### config.mk
export PLATFORM = sky130hd
export DESIGN_NAME = fifo_rd_stream
export DESIGN_NICKNAME = d
export VERILOG_FILES = /design/src/rtl/fifo_rd_stream.sv
export SDC_FILE = /design/constraint.sdc
export NUM_CORES = 1
export LEC_CHECK = 0
export BUFFER_PORTS_ARGS = -buffer_cell sky130_fd_sc_hd__buf_2
export CAP_MARGIN = 25
export CORE_ASPECT_RATIO = 1.75
export CORE_MARGIN = 5
export CORE_UTILIZATION = 58
export CTS_CLUSTER_SIZE = 10
export DETAILED_ROUTE_END_ITERATION = 8
export HOLD_SLACK_MARGIN = 0.15
export PLACE_DENSITY = 0.89
export SLEW_MARGIN = 15
export SYNTH_ARGS = -nofsm -noshare
export SYNTH_HDL_FRONTEND = slang
export SYNTH_SLANG_ARGS = --single-unit
### constraint.sdc
create_clock -name rd_clk -period 3.7 [get_ports rd_clk]
set_input_delay 0.74 -clock rd_clk [delete_from_list [all_inputs] [get_ports rd_clk]]
set_output_delay 0.74 -clock rd_clk [all_outputs]
set_load 0.01 [all_outputs]
### src/rtl/fifo_rd_stream.sv
// -----------------------------------------------------------------------------
// fifo_rd_stream
// Read-side drain engine for the async FIFO (read clock domain only).
// Requests words from the FIFO with a credit rule so they can never overrun a
// small prefetch buffer. It then re-presents the buffered words as a
// valid/ready stream, supports a one-cycle flush, flags FIFO read-protocol
// violations and counts stream transfers.
//
// Ports
//   rd_clk      in   1           FIFO read clock
//   rst_n       in   1           asynchronous active-low reset
//   fifo_empty  in   1           FIFO empty flag
//   fifo_rdata  in   data_width  FIFO read data (valid with fifo_valid)
//   fifo_valid  in   1           FIFO read data valid, one cycle after rd_en
//   rd_en       out  1           FIFO read request
//   m_data      out  data_width  stream data (head of prefetch buffer)
//   m_valid     out  1           stream valid
//   m_ready     in   1           stream ready
//   flush       in   1           discard buffered and in-flight words
//   proto_err   out  1           sticky FIFO read-protocol violation flag
//   word_cnt    out  cnt_width   stream transfers since reset (wraps)
// -----------------------------------------------------------------------------
module fifo_rd_stream #(
    parameter int data_width = 8,
    parameter int buf_depth  = 3,   // legal 2..4
    parameter int cnt_width  = 16
) (
    input  logic                  rd_clk,
    input  logic                  rst_n,
    input  logic                  fifo_empty,
    input  logic [data_width-1:0] fifo_rdata,
    input  logic                  fifo_valid,
    output logic                  rd_en,
    output logic [data_width-1:0] m_data,
    output logic                  m_valid,
    input  logic                  m_ready,
    input  logic                  flush,
    output logic                  proto_err,
    output logic [cnt_width-1:0]  word_cnt
);

    localparam logic [2:0] DEPTH    = 3'(buf_depth);
    localparam logic [1:0] PTR_LAST = 2'(buf_depth - 1);

    // Circular-buffer pointer increment that wraps at the buffer depth.
    function automatic logic [1:0] next_ptr(input logic [1:0] p);
        return (p == PTR_LAST) ? 2'd0 : p + 2'd1;
    endfunction

    logic [data_width-1:0] r_mem [0:buf_depth-1];
    logic [1:0]            r_head;
    logic [2:0]            r_occ;
    logic                  r_inflight;
    logic                  r_drop;
    logic                  r_proto_err;
    logic [cnt_width-1:0]  r_word_cnt;

    logic       w_rd_en;
    logic       w_pop;
    logic       w_arrive;
    logic       w_full;
    logic       w_write;
    logic [2:0] w_tail_sum;
    logic [2:0] w_tail_wrap;
    logic [1:0] w_tail;
    logic [2:0] w_occ_nxt;
    logic       w_drop_nxt;
    logic       w_err_set;

    // Credit rule: a word is requested only if it is guaranteed a buffer slot.
    // rst_n gates the request so the FIFO is never read while in reset.
    assign w_rd_en = rst_n && !fifo_empty && !flush &&
                     ((r_occ + {2'b00, r_inflight}) < DEPTH);

    assign w_pop    = (r_occ != 3'd0) && m_ready;
    assign w_arrive = fifo_valid && !r_drop;
    assign w_full   = (r_occ == DEPTH);
    // When full, a same-cycle pop frees the head slot, which is exactly the tail.
    assign w_write  = w_arrive && !flush && (!w_full || w_pop);

    assign w_tail_sum  = {1'b0, r_head} + r_occ;
    assign w_tail_wrap = (w_tail_sum >= DEPTH) ? (w_tail_sum - DEPTH) : w_tail_sum;
    assign w_tail      = w_tail_wrap[1:0];

    // Next-state for occupancy, drop marker and protocol-error detection.
    always_comb begin
        w_occ_nxt  = r_occ;
        w_drop_nxt = r_drop;
        w_err_set  = 1'b0;

        if (flush) begin
            w_occ_nxt = 3'd0;
        end else begin
            case ({w_write, w_pop})
                2'b10:   w_occ_nxt = r_occ + 3'd1;
                2'b01:   w_occ_nxt = r_occ - 3'd1;
                default: w_occ_nxt = r_occ;
            endcase
        end

        // A word arriving in the flush cycle itself is already discarded by
        // the flush; only a requested word that has not yet shown up needs
        // to be dropped later.
        if (flush) begin
            w_drop_nxt = r_inflight && !fifo_valid;
        end else if (fifo_valid && r_drop) begin
            w_drop_nxt = 1'b0;
        end else begin
            w_drop_nxt = r_drop;
        end

        if ((fifo_valid && !r_inflight && !r_drop) ||
            (r_inflight && !fifo_valid) ||
            (w_arrive && w_full && !w_pop)) begin
            w_err_set = 1'b1;
        end else begin
            w_err_set = 1'b0;
        end
    end

    // Control registers: pointers, occupancy, in-flight/drop, error, counter.
    always_ff @(posedge rd_clk or negedge rst_n) begin
        if (!rst_n) begin
            r_head      <= 2'd0;
            r_occ       <= 3'd0;
            r_inflight  <= 1'b0;
            r_drop      <= 1'b0;
            r_proto_err <= 1'b0;
            r_word_cnt  <= '0;
        end else begin
            r_occ       <= w_occ_nxt;
            r_inflight  <= w_rd_en;
            r_drop      <= w_drop_nxt;
            r_proto_err <= r_proto_err || w_err_set;
            if (w_pop) begin
                r_head     <= next_ptr(r_head);
                r_word_cnt <= r_word_cnt + cnt_width'(1);
            end else begin
                r_head     <= r_head;
                r_word_cnt <= r_word_cnt;
            end
        end
    end

    // Prefetch storage: arriving words are written at the tail slot.
    always_ff @(posedge rd_clk or negedge rst_n) begin
        if (!rst_n) begin
            for (int i = 0; i < buf_depth; i++) begin
                r_mem[i] <= '0;
            end
        end else begin
            if (w_write) begin
                r_mem[w_tail] <= fifo_rdata;
            end else begin
                r_mem[w_tail] <= r_mem[w_tail];
            end
        end
    end

    assign rd_en     = w_rd_en;
    assign m_valid   = (r_occ != 3'd0);
    assign m_data    = r_mem[r_head];
    assign proto_err = r_proto_err;
    assign word_cnt  = r_word_cnt;

endmodule

# [Word-level counts from Yosys, hierarchy flattened]
# Index checks and enable logic that the tools add are counted.
[totals] register_bits=48 inputBits=14 elab_cells=73
[op_classes] add_sub_neg=7 magnitude_cmp=5 n_eq_ne=4 n_mux=18 bitwise=2 reduce_logical=28
[ops] cell="$bwmux W24" n=2
[ops] cell="$mux W8" n=5
[ops] cell="$bmux W8 S2" n=2
[ops] cell="$mux W24" n=1
[ops] cell="$add A16 B1 Y16 const B" n=1
[ops] cell="$demux W8 S2" n=1
[ops] cell="$logic_and A1 B1 Y1" n=14
[ops] cell="$logic_not A1 Y1" n=7
[ops] cell="$ge A3 B3 Y1 const B" n=2
[ops] cell="$not A2 Y3" n=2
[ops] cell="$pmux W3 S2" n=1
[ops] cell="$reduce_bool A3 Y1" n=2
[ops] cell="$eq A2 B2 Y1 const B" n=2
[ops] cell="$logic_or A1 B1 Y1" n=4
[ops] cell="$mux W2" n=2
[ops] cell="$add A2 B3 Y3" n=1
[ops] cell="$add A3 B1 Y3" n=1
[ops] cell="$add A3 B1 Y3 const B" n=1
[ops] cell="$eq A3 B2 Y1 const B" n=1
[ops] cell="$ge A3 B2 Y1 const B" n=1
[ops] cell="$lt A3 B1 Y1 const B" n=1
[ops] cell="$lt A3 B2 Y1 const B" n=1
[ops] cell="$mux W1" n=3
[ops] cell="$mux W3" n=1
[ops] cell="other kinds (5)" n=5

# [Depth between registers and ports, before layout]
# Gate-level depths: netlist of run 1.
[depth] word_depth=10 ltp_mapped=11 ltp_nobuf=8

# [Worst setup path after synthesis of run 1]
# OpenSTA, ideal clock, no wires.
[synth_path] path_kind="register -> register" startpoint="register r_occ[0]" endpoint="register r_mem[6] in the netlist's numbering" arrival_ns=2.692 slack_ns=0.916 path_stages_with_launch=10 n_path_buf=2 synth_period_minus_slack_ns=2.784 cell_sequence="dfrtp_1 -> ha_1 -> fa_1 -> ha_1 -> clkbuf_1 -> clkbuf_1 -> o211ai_1 -> a32oi_1 -> a211oi_2 -> o31ai_2"
[synth_via] elab_chain_cells=10 word_cells_on_any_way=22
[synth_rtl] element="start: declaration" line_no="52" text="logic [2:0] r_occ;"
[synth_rtl] element="start signal: assignment" line_no="131" text="r_occ <= w_occ_nxt;"
[synth_rtl] element="$add A2 B3 Y3" line_no="81" text="assign w_tail_sum = {1'b0, r_head} + r_occ;"
[synth_rtl] element="$ge A3 B2 Y1 or $sub A2 B2 Y2 (tied branches)" line_no="82" text="assign w_tail_wrap = (w_tail_sum >= DEPTH) ? (w_tail_sum - DEPTH) : w_tail_sum;"
[synth_rtl] element="$mux W2" line_no="82"
[synth_rtl] element="$not A2 Y3 (not written as such)" line_no="153, 155"
[synth_rtl] element="$ge A3 B3 Y1 (not written as such) or $lt A3 B1 Y1 (tied branches)" line_no="153, 155"
[synth_rtl] element="$logic_and A1 B1 Y1 (not written as such)" line_no="153, 155"
[synth_rtl] element="$mux W8 (not written as such)" line_no="153, 155"
[synth_rtl] element="$demux W8 S2" line_no="153, 155"
[synth_rtl] element="$bwmux W24 (on tied branches)" line_no="155, 153"
[synth_rtl] element="$mux W24 *" line_no="152" text="if (w_write) begin"
[synth_rtl] element="end signal: indexed assignment" line_no="153" text="r_mem[w_tail] <= fifo_rdata;"
[synth_rtl] element="end signal: indexed assignment" line_no="155" text="r_mem[w_tail] <= r_mem[w_tail];"
[synth_rtl] element="end: declaration" line_no="50" text="logic [data_width-1:0] r_mem [0:buf_depth-1];"
# Mark *: on every way between the ends. The rest lies on a longest branch, timed or not. The select of a mux whose other input is x is not followed.
# A chain may end at the register's enable or synchronous reset.

# [Worst setup path in the final report of run 1]
[layout_path] startpoint="register r_head[0]" endpoint="register r_mem[5] in the netlist's numbering"
[layout_via] elab_chain_cells=10 word_cells_on_any_way=16
[layout_rtl] element="start: declaration" line_no="51" text="logic [1:0] r_head;"
[layout_rtl] element="start signal: assignment" line_no="136" text="r_head <= next_ptr(r_head);"
[layout_rtl] element="start signal: assignment" line_no="139" text="r_head <= r_head;"
[layout_rtl] element="$add A2 B3 Y3 *" line_no="81"
[layout_rtl] element="$ge A3 B2 Y1 or $sub A2 B2 Y2 (tied branches)" line_no="82"
[layout_rtl] element="$mux W2 *" line_no="82"
[layout_rtl] element="$not A2 Y3 (not written as such) *" line_no="153, 155"
[layout_rtl] element="$ge A3 B3 Y1 (not written as such) or $lt A3 B1 Y1 (tied branches)" line_no="153, 155"
[layout_rtl] element="$logic_and A1 B1 Y1 (not written as such)" line_no="153, 155"
[layout_rtl] element="$mux W8 (not written as such)" line_no="153, 155"
[layout_rtl] element="$demux W8 S2" line_no="153, 155"
[layout_rtl] element="$bwmux W24 (on tied branches)" line_no="155, 153"
[layout_rtl] element="$mux W24 *" line_no="152"
# Marked as above.

==> results of run 1 <==
-- logic make-up after synthesis --
family | Yosys count | synth area share [%]
muxes | 12 | 4.492
buffers and inverters | 29 | 5.212
adders and majority gates | 7 | 3.475
and+or+nand+nor | 85 | 14.15
xor gates and xnor gates | 20 | 6.822
DFF | 48 | 40.68
AOI/OAI and AO/OA | 96 | 25.17
-- cells in the final DEF (no fill, tap or decap), drive strengths merged, types with 3 or more instances in the layout --
cell    count
buf        49
dfrtp      48
nand2      28
nor2       19
a21oi      18
nand3      17
o21ai      16
xnor2      13
mux2i      12
o31ai      10
inv         9
a211o       9
o211ai      9
a32oi       8
o22ai       8
a211oi      8
a31oi       7
xor2        7
clkbuf      6
ha          5
nor2b       4
nand2b      3
and4        3
-- worst reg2reg max path: stages (launching register included) --
cell and delay, ns:
dfrtp_1 0.53, ha_1 0.30, fa_1 0.59, ha_1 0.32, nor2_2 0.09, nand2_4 0.10, mux2i_4 0.48, buf_4 0.29
a211oi_2 0.11, o31ai_2 0.18
-- registers in the layout, summed over array words and instances, names as in the netlist --
name,count
r_drop,1
r_occ,3
r_mem,24
r_inflight,1
r_head,2
word_cnt,16
proto_err,1
-- final cells by class --
type / count / area (sq um)
clock buffers: 6 / 72.57
flip-flops and latches: 48 / 1201
inverters: 10 / 37.54
multi-input cells: 220 / 1598
repair buffers: 49 / 267.8
fillers: 368 / 1698
well taps: 54 / 67.56
clock inverters: 2 / 35.03
-- worst paths after layout --
kind / endpoint / slack, ns
min: word_cnt[15] / 0.49
max: r_mem[5] / 0.63
max reg2reg: r_mem[5] / 0.63
min in group asynchronous: r_occ[1] / 0.54
min reg2reg: word_cnt[15] / 0.49
max in group asynchronous: word_cnt[15] / 2.75
-- stage by stage --
step	utilization (%)	hold WS [ns]	setup WS, ns	instance area (sq um)
2_1_floorplan	-	0.4444	0.9163	2953
4_1_cts	65.89	0.4865	0.6467	3279
5_1_grt	65.89	0.5142	0.4937	3279
3_5_place_dp	63.73	0.4686	0.6771	3172
6_report	65.89	0.4856	0.6330	3279
3_3_place_gp	63.73	0.4553	0.7631	3172
-- routing by layer --
metal | track usage [%] | wire, um
met1 | 22.76 | 2510
met2 | 38.49 | 3815
met3 | 4.000 | 387
met4 | 11.44 | 238
met5 | 0 | 0
==> impl_results.html, run 1 <==
<table>
<tr><th>Metric</th><th>Value</th></tr>
<tr><th colspan="2">STA</th></tr>
<tr><td>Clock tree skew after final layout</td><td>between 0.009 and 0.01 ns</td></tr>
<tr><td>Final Setup Violations</td><td>0</td></tr>
<tr><td>Setup repair after global routing missed its margin</td><td>no</td></tr>
<tr><td>Final Max Slew Viols</td><td>0</td></tr>
<tr><td>Fin Setup TNS</td><td>0 ns</td></tr>
<tr><td>Transition time at the pin with the least slew margin</td><td>around 0.83 ns</td></tr>
<tr><td>Worst-case headroom to the max-slew limit</td><td>between 40 and 50%</td></tr>
<tr><td>Final Hold Fails</td><td>0</td></tr>
<tr><td>Fin crit period</td><td>just over 3 ns</td></tr>
<tr><td>Max frequency</td><td>approximately 330 MHz</td></tr>
<tr><td>Final cycle utilization of the critical path</td><td>approximately 83%</td></tr>
<tr><th colspan="2">Setup path</th></tr>
<tr><td>Top cell family by delay on the critical path</td><td>adder cells</td></tr>
<tr><td>Cell Chain, Critical Path</td><td>ha_1 -&gt; fa_1 -&gt; ha_1 -&gt; nor2_2 -&gt; nand2_4 -&gt; mux2i_4 -&gt; buf_4 -&gt; a211oi_2 -&gt; o31ai_2</td></tr>
<tr><td>Crit path capture type</td><td>register</td></tr>
<tr><td>Worst setup path startpoint</td><td>r_head[0]</td></tr>
<tr><td>Critical path startpoint category</td><td>register</td></tr>
<tr><td>Worst Path Buf+Inv</td><td>1</td></tr>
<tr><td>Critical Path Slowest Stage Cell</td><td>fa_1</td></tr>
<tr><td>Largest driver fanout on the critical path</td><td>14</td></tr>
<tr><td>Worst R2R Path Depth</td><td>9</td></tr>
<tr><td>Worst setup path class</td><td>register to register</td></tr>
<tr><td>Startpoint of the worst-slack reg-to-reg timing path</td><td>r_head[0]</td></tr>
<tr><td>Arrival time of the worst setup path</td><td>between 3 and 4 ns</td></tr>
<tr><td>Required time of the worst setup path</td><td>3.92 ns</td></tr>
<tr><td>Most common cell type on the critical path</td><td>ha_1</td></tr>
<tr><td>Number of cells on the critical path</td><td>9</td></tr>
<tr><td>Delay of the slowest cell on the worst path</td><td>0.59 ns</td></tr>
<tr><th colspan="2">Floorplanning</th></tr>
<tr><td>Floorplan row count</td><td>34</td></tr>
<tr><td>Horizontal extent of the die</td><td>63.94 um</td></tr>
<tr><td>Starting density of the core</td><td>around three fifths</td></tr>
<tr><td>Overall die height</td><td>104.4 um</td></tr>
<tr><td>Die Footprint</td><td>about 6700 sq um</td></tr>
<tr><td>Core area</td><td>~5000 sq um</td></tr>
<tr><td>Top-Level Pins</td><td>41</td></tr>
<tr><th colspan="2">CTS</th></tr>
<tr><td>Clock tree from TritonCTS</td><td>done</td></tr>
<tr><td># Post-CTS Setup Buffers</td><td>0</td></tr>
<tr><td>Clk slew on worst S/H paths</td><td>roughly 0.090 ns</td></tr>
<tr><td>Worst-Skew Late Latency</td><td>0.31 ns</td></tr>
<tr><td>Hold buffer count at CTS</td><td>0</td></tr>
<tr><td>Max clock buf depth</td><td>2</td></tr>
<tr><td>Number of buffers created by CTS</td><td>5</td></tr>
<tr><td>H-tree depth reported by CTS</td><td>2</td></tr>
<tr><td>Clock root buffer</td><td>clkbuf_8</td></tr>
<tr><td>Number of gates resized after cts</td><td>0</td></tr>
<tr><td>Clk sinks</td><td>48</td></tr>
<tr><th colspan="2">Logic synthesis</th></tr>
<tr><td>Leading cell type by number of instances after synthesis</td><td>dfrtp_1</td></tr>
<tr><td>Sequential fraction of the synthesis area</td><td>roughly two fifths</td></tr>
<tr><td>Post-synthesis sequential element count</td><td>48</td></tr>
<tr><td>Synthesized area divided by synthesized cell count</td><td>9.942 sq um</td></tr>
<tr><td>Largest area contributor in the netlist</td><td>dfrtp_1</td></tr>
<tr><td>Top cells by instance count after synthesis</td><td>dfrtp_1 (48), nand2_1 (27), a21oi_1 (18)</td></tr>
<tr><td>Netlist cell types</td><td>50</td></tr>
<tr><td>Number of enable flip-flop cells after synthesis</td><td>0</td></tr>
<tr><td>Post-Syn Area</td><td>a little under 3000 sq um</td></tr>
<tr><td>Synth top area share</td><td>between 40% and 50%</td></tr>
<tr><td>Gate count after technology mapping</td><td>between 200 and 300</td></tr>
<tr><td>YS warnings</td><td>0</td></tr>
<tr><td>Most used flip-flop cell after synthesis</td><td>dfrtp_1</td></tr>
<tr><td>Ys async rst share</td><td>100.0%</td></tr>
<tr><td>Total nets after synthesis</td><td>318</td></tr>
<tr><td>Top cells by area, synth</td><td>dfrtp_1 (41%), mux2i_1 (3.7%), xnor2_1 (3.6%)</td></tr>
<tr><th colspan="2">Global route</th></tr>
<tr><td>Aggregate global-route resource usage</td><td>21.47%</td></tr>
<tr><td>Antenna violations before repair</td><td>0</td></tr>
<tr><td>Maximum number of pins on one net before global-route repair</td><td>~50</td></tr>
<tr><td>Wire length of the first global-routing pass</td><td>about 12000 um</td></tr>
<tr><td>GRT overflow</td><td>0</td></tr>
<tr><td>Vias in the first global route</td><td>2561</td></tr>
<tr><th colspan="2">Finish</th></tr>
<tr><td>Area overhead of the layout relative to synthesis</td><td>11.06%</td></tr>
<tr><td>Layout cell share with drive strength beyond 1</td><td>a little under a quarter</td></tr>
<tr><td>Antenna Cells</td><td>0</td></tr>
<tr><td>Count of nets after finishing</td><td>roughly 360</td></tr>
<tr><td>Non-Filler Instances</td><td>389</td></tr>
<tr><th colspan="2">Routing</th></tr>
<tr><td>Final antenna-violating net count</td><td>0</td></tr>
<tr><td>DR vias</td><td>approximately 2500</td></tr>
<tr><td>Via-to-Cell Ratio</td><td>about 6.4</td></tr>
<tr><td>Routed len/inst</td><td>between 15 and 20 um</td></tr>
<tr><td>Iteration-0 DRC Markers</td><td>93</td></tr>
<tr><td>Final wirelength</td><td>about 7000 um</td></tr>
<tr><td>Number of search-and-repair iterations in the first detailed-routing pass</td><td>4</td></tr>
<tr><td>Post-route DRC violation count</td><td>0</td></tr>
<tr><th colspan="2">Worst hold path</th></tr>
<tr><td>Worst Hold Class</td><td>register to register</td></tr>
<tr><td>Cell count of the worst hold path</td><td>1</td></tr>
<tr><td>Hold_sp</td><td>word_cnt[15]</td></tr>
<tr><th colspan="2">Placement</th></tr>
<tr><td>Number of buffer cells added on primary ports</td><td>40</td></tr>
<tr><td>Final GP Congestion</td><td>0.8398</td></tr>
<tr><td>Number of cells after detailed placement</td><td>about 380</td></tr>
<tr><td>HPWL reported at the end of detailed placement</td><td>just under 5000 um</td></tr>
<tr><th colspan="2">Flow run</th></tr>
<tr><td>Max capacitance violation total</td><td>0</td></tr>
<tr><th colspan="2">Outcome</th></tr>
<tr><td>Result of the run</td><td>complete, no violations</td></tr>
</table>
Power of run 1 is not shown: default switching activity piles up to over one toggle a cycle in this logic, so the estimate is an artifact.
==> inputs of run 2 (changes only) <==
Settings changed: CORE_UTILIZATION 58 to 52, PLACE_DENSITY 0.89 to 0.85.
Clock period 3.7 ns to 2.75 ns, I/O delays scaled along.
==> run 2 against run 1 <==
Compared with the run above: global-route usage about the same; routed wire length increased by 5.2%; critical path depth decreased by 1; hold slack got worse by 0.14 ns; clock skew decreased by 0.0023 ns; utilization decreased by 4.3 points; maximum frequency increased by 17%; largest cell class unchanged.
==> impl_results.html, run 2 (synthesized netlist as in run 1, its figures left out) <==
<table>
<tr><th>Metric</th><th>Value</th></tr>
<tr><th colspan="2">Finish</th></tr>
<tr><td>Count of nets after finishing</td><td>around 370</td></tr>
<tr><td>Register bank with the most flops</td><td>r_mem</td></tr>
<tr><td>Antenna Cells</td><td>0</td></tr>
<tr><td>Area overhead of the layout relative to synthesis</td><td>15.47%</td></tr>
<tr><td>Non-Filler Instances</td><td>about 420</td></tr>
<tr><td>Top library cells by usage in the layout, fill and taps aside</td><td>dfrtp_1 (48), buf_2 (40), nand2_1 (27)</td></tr>
<tr><td>Leading cell type in the layout, fill and taps excluded</td><td>dfrtp_1</td></tr>
<tr><td>Flip-flop count of the largest register after layout</td><td>24</td></tr>
<tr><td>Layout cell share with drive strength beyond 1</td><td>between 20% and 30%</td></tr>
<tr><th colspan="2">Placement</th></tr>
<tr><td>Number of cells after detailed placement</td><td>around 410</td></tr>
<tr><td>HPWL reported at the end of detailed placement</td><td>5215 um</td></tr>
<tr><td>Number of buffer cells added on primary ports</td><td>40</td></tr>
<tr><td>Final GP Congestion</td><td>between 0.8 and 0.9</td></tr>
<tr><th colspan="2">Floorplanning</th></tr>
<tr><td>Horizontal extent of the die</td><td>66.97 um</td></tr>
<tr><td>Top-Level Pins</td><td>41</td></tr>
<tr><td>Die Footprint</td><td>around 7300 sq um</td></tr>
<tr><td>Floorplan row count</td><td>36</td></tr>
<tr><td>Core area</td><td>roughly 5500 sq um</td></tr>
<tr><td>Starting density of the core</td><td>53.30%</td></tr>
<tr><td>Overall die height</td><td>around 110 um</td></tr>
<tr><th colspan="2">Setup path</th></tr>
<tr><td>Largest driver fanout on the critical path</td><td>18</td></tr>
<tr><td>Required time of the worst setup path</td><td>about 3.0 ns</td></tr>
<tr><td>Arrival time of the worst setup path</td><td>2.83 ns</td></tr>
<tr><td>Critical path startpoint category</td><td>register</td></tr>
<tr><td>Worst setup path class</td><td>register to register</td></tr>
<tr><td>Crit path capture type</td><td>register</td></tr>
<tr><th colspan="2">Global route</th></tr>
<tr><td>Antenna violations before repair</td><td>0</td></tr>
<tr><td>GRT overflow</td><td>0</td></tr>
<tr><td>Aggregate global-route resource usage</td><td>between 20 and 25%</td></tr>
<tr><td>Wire length of the first global-routing pass</td><td>12030 um</td></tr>
<tr><td>Vias in the first global route</td><td>between 2000 and 3000</td></tr>
<tr><td>Maximum number of pins on one net before global-route repair</td><td>49</td></tr>
<tr><th colspan="2">STA</th></tr>
<tr><td>Fin crit period</td><td>around 2.6 ns</td></tr>
<tr><td>Setup repair after global routing missed its margin</td><td>no</td></tr>
<tr><td>Transition time at the pin with the least slew margin</td><td>roughly 0.72 ns</td></tr>
<tr><td>Final cycle utilization of the critical path</td><td>approximately 95%</td></tr>
<tr><td>Final Hold Fails</td><td>0</td></tr>
<tr><td>Final Setup Violations</td><td>0</td></tr>
<tr><td>Clock tree skew after final layout</td><td>0.006755 ns</td></tr>
<tr><td>Worst-case headroom to the max-slew limit</td><td>52.22%</td></tr>
<tr><td>Final Max Slew Viols</td><td>0</td></tr>
<tr><td>Max frequency</td><td>between 300 and 400 MHz</td></tr>
<tr><td>Fin Setup TNS</td><td>0 ns</td></tr>
<tr><th colspan="2">CTS</th></tr>
<tr><td>Clock root buffer</td><td>clkbuf_8</td></tr>
<tr><td>Clk slew on worst S/H paths</td><td>roughly 0.080 ns</td></tr>
<tr><td>Clock tree from TritonCTS</td><td>done</td></tr>
<tr><td>Clk sinks</td><td>48</td></tr>
<tr><td>H-tree depth reported by CTS</td><td>2</td></tr>
<tr><td>Max clock buf depth</td><td>2</td></tr>
<tr><td>Worst-Skew Late Latency</td><td>0.31 ns</td></tr>
<tr><td>Number of buffers created by CTS</td><td>5</td></tr>
<tr><th colspan="2">Routing</th></tr>
<tr><td>Via-to-Cell Ratio</td><td>a little under 6</td></tr>
<tr><td>DR vias</td><td>between 2000 and 3000</td></tr>
<tr><td>Post-route DRC violation count</td><td>0</td></tr>
<tr><td>Number of search-and-repair iterations in the first detailed-routing pass</td><td>5</td></tr>
<tr><td>Final antenna-violating net count</td><td>0</td></tr>
<tr><td>Iteration-0 DRC Markers</td><td>147</td></tr>
<tr><td>Routed len/inst</td><td>about 17 um</td></tr>
<tr><td>Final wirelength</td><td>roughly 7300 um</td></tr>
<tr><th colspan="2">Worst hold path</th></tr>
<tr><td>Worst Hold Class</td><td>input port to async pin</td></tr>
<tr><th colspan="2">Outcome</th></tr>
<tr><td>Result of the run</td><td>complete, no violations</td></tr>
<tr><th colspan="2">Flow run</th></tr>
<tr><td>Max capacitance violation total</td><td>0</td></tr>
</table>
[run 2: final cells by class]
class	instances	area [sq um]
fill	465	2131
multi-input combinational	220	1608
sequential	48	1201
timing repair buffer	61	370.4
tap	76	95.09
clock buffer	7	86.33
inverter	10	41.29
clock inverter	1	7.507
[run 2: final timing paths]
check	startpoint	end	slack, ns	cells past startpoint
max reg2reg	r_head[0]	r_mem[1]	0.14	8
max in group asynchronous	rst_n	word_cnt[4]	2.00	2
min	rst_n	proto_err	0.35	2
max	r_head[0]	r_mem[1]	0.14	8
min in group rd_clk	fifo_valid	r_drop	0.42	2
min reg2reg	word_cnt[15]	word_cnt[15]	0.48	1
[run 2: critical path: stages, from the launching register on]
cell	delay, ns
dfrtp_1	0.39
ha_1	0.21
fa_1	0.51
ha_2	0.32
nand2b_1	0.24
mux2i_4	0.34
buf_12	0.21
a211oi_1	0.10
o31ai_1	0.20
[run 2: repair_timing]
item                                    in CTS  in global routing
resized for setup                            0                  5
endpoints found under the setup margin       0                 14
setup buffers                                0                  4
hold buffers                                 0                  0
[run 2: stage by stage]
| stage | hold WS, ns | setup slack, ns | area, sq um | utilization (%) |
|---|---|---|---|---|
| after floorplan | 0.2544 | 0.03593 | 2955 | - |
| after global placement | 0.4547 | 0.1487 | 3272 | 59.06 |
| after detailed placement | 0.4653 | 0.06151 | 3272 | 59.06 |
| after CTS | 0.3670 | 0.02623 | 3366 | 60.75 |
| after global routing | 0.3930 | 0.01442 | 3410 | 61.54 |
| final | 0.3491 | 0.1390 | 3410 | 61.54 |
[run 2: metal layers]
| layer | global-route usage, % | part of all wire [%] | vias to the layer above |
|---|---|---|---|
| li1 | - | - | 1189 |
| met1 | 23.75 | 36 | 1232 |
| met2 | 39.28 | 56 | 77 |
| met3 | 3.170 | 4.4 | 20 |
| met4 | 10.30 | 3.0 | 0 |
| met5 | 0 | 0 | - |
Power of run 2 is left out for the same reason.
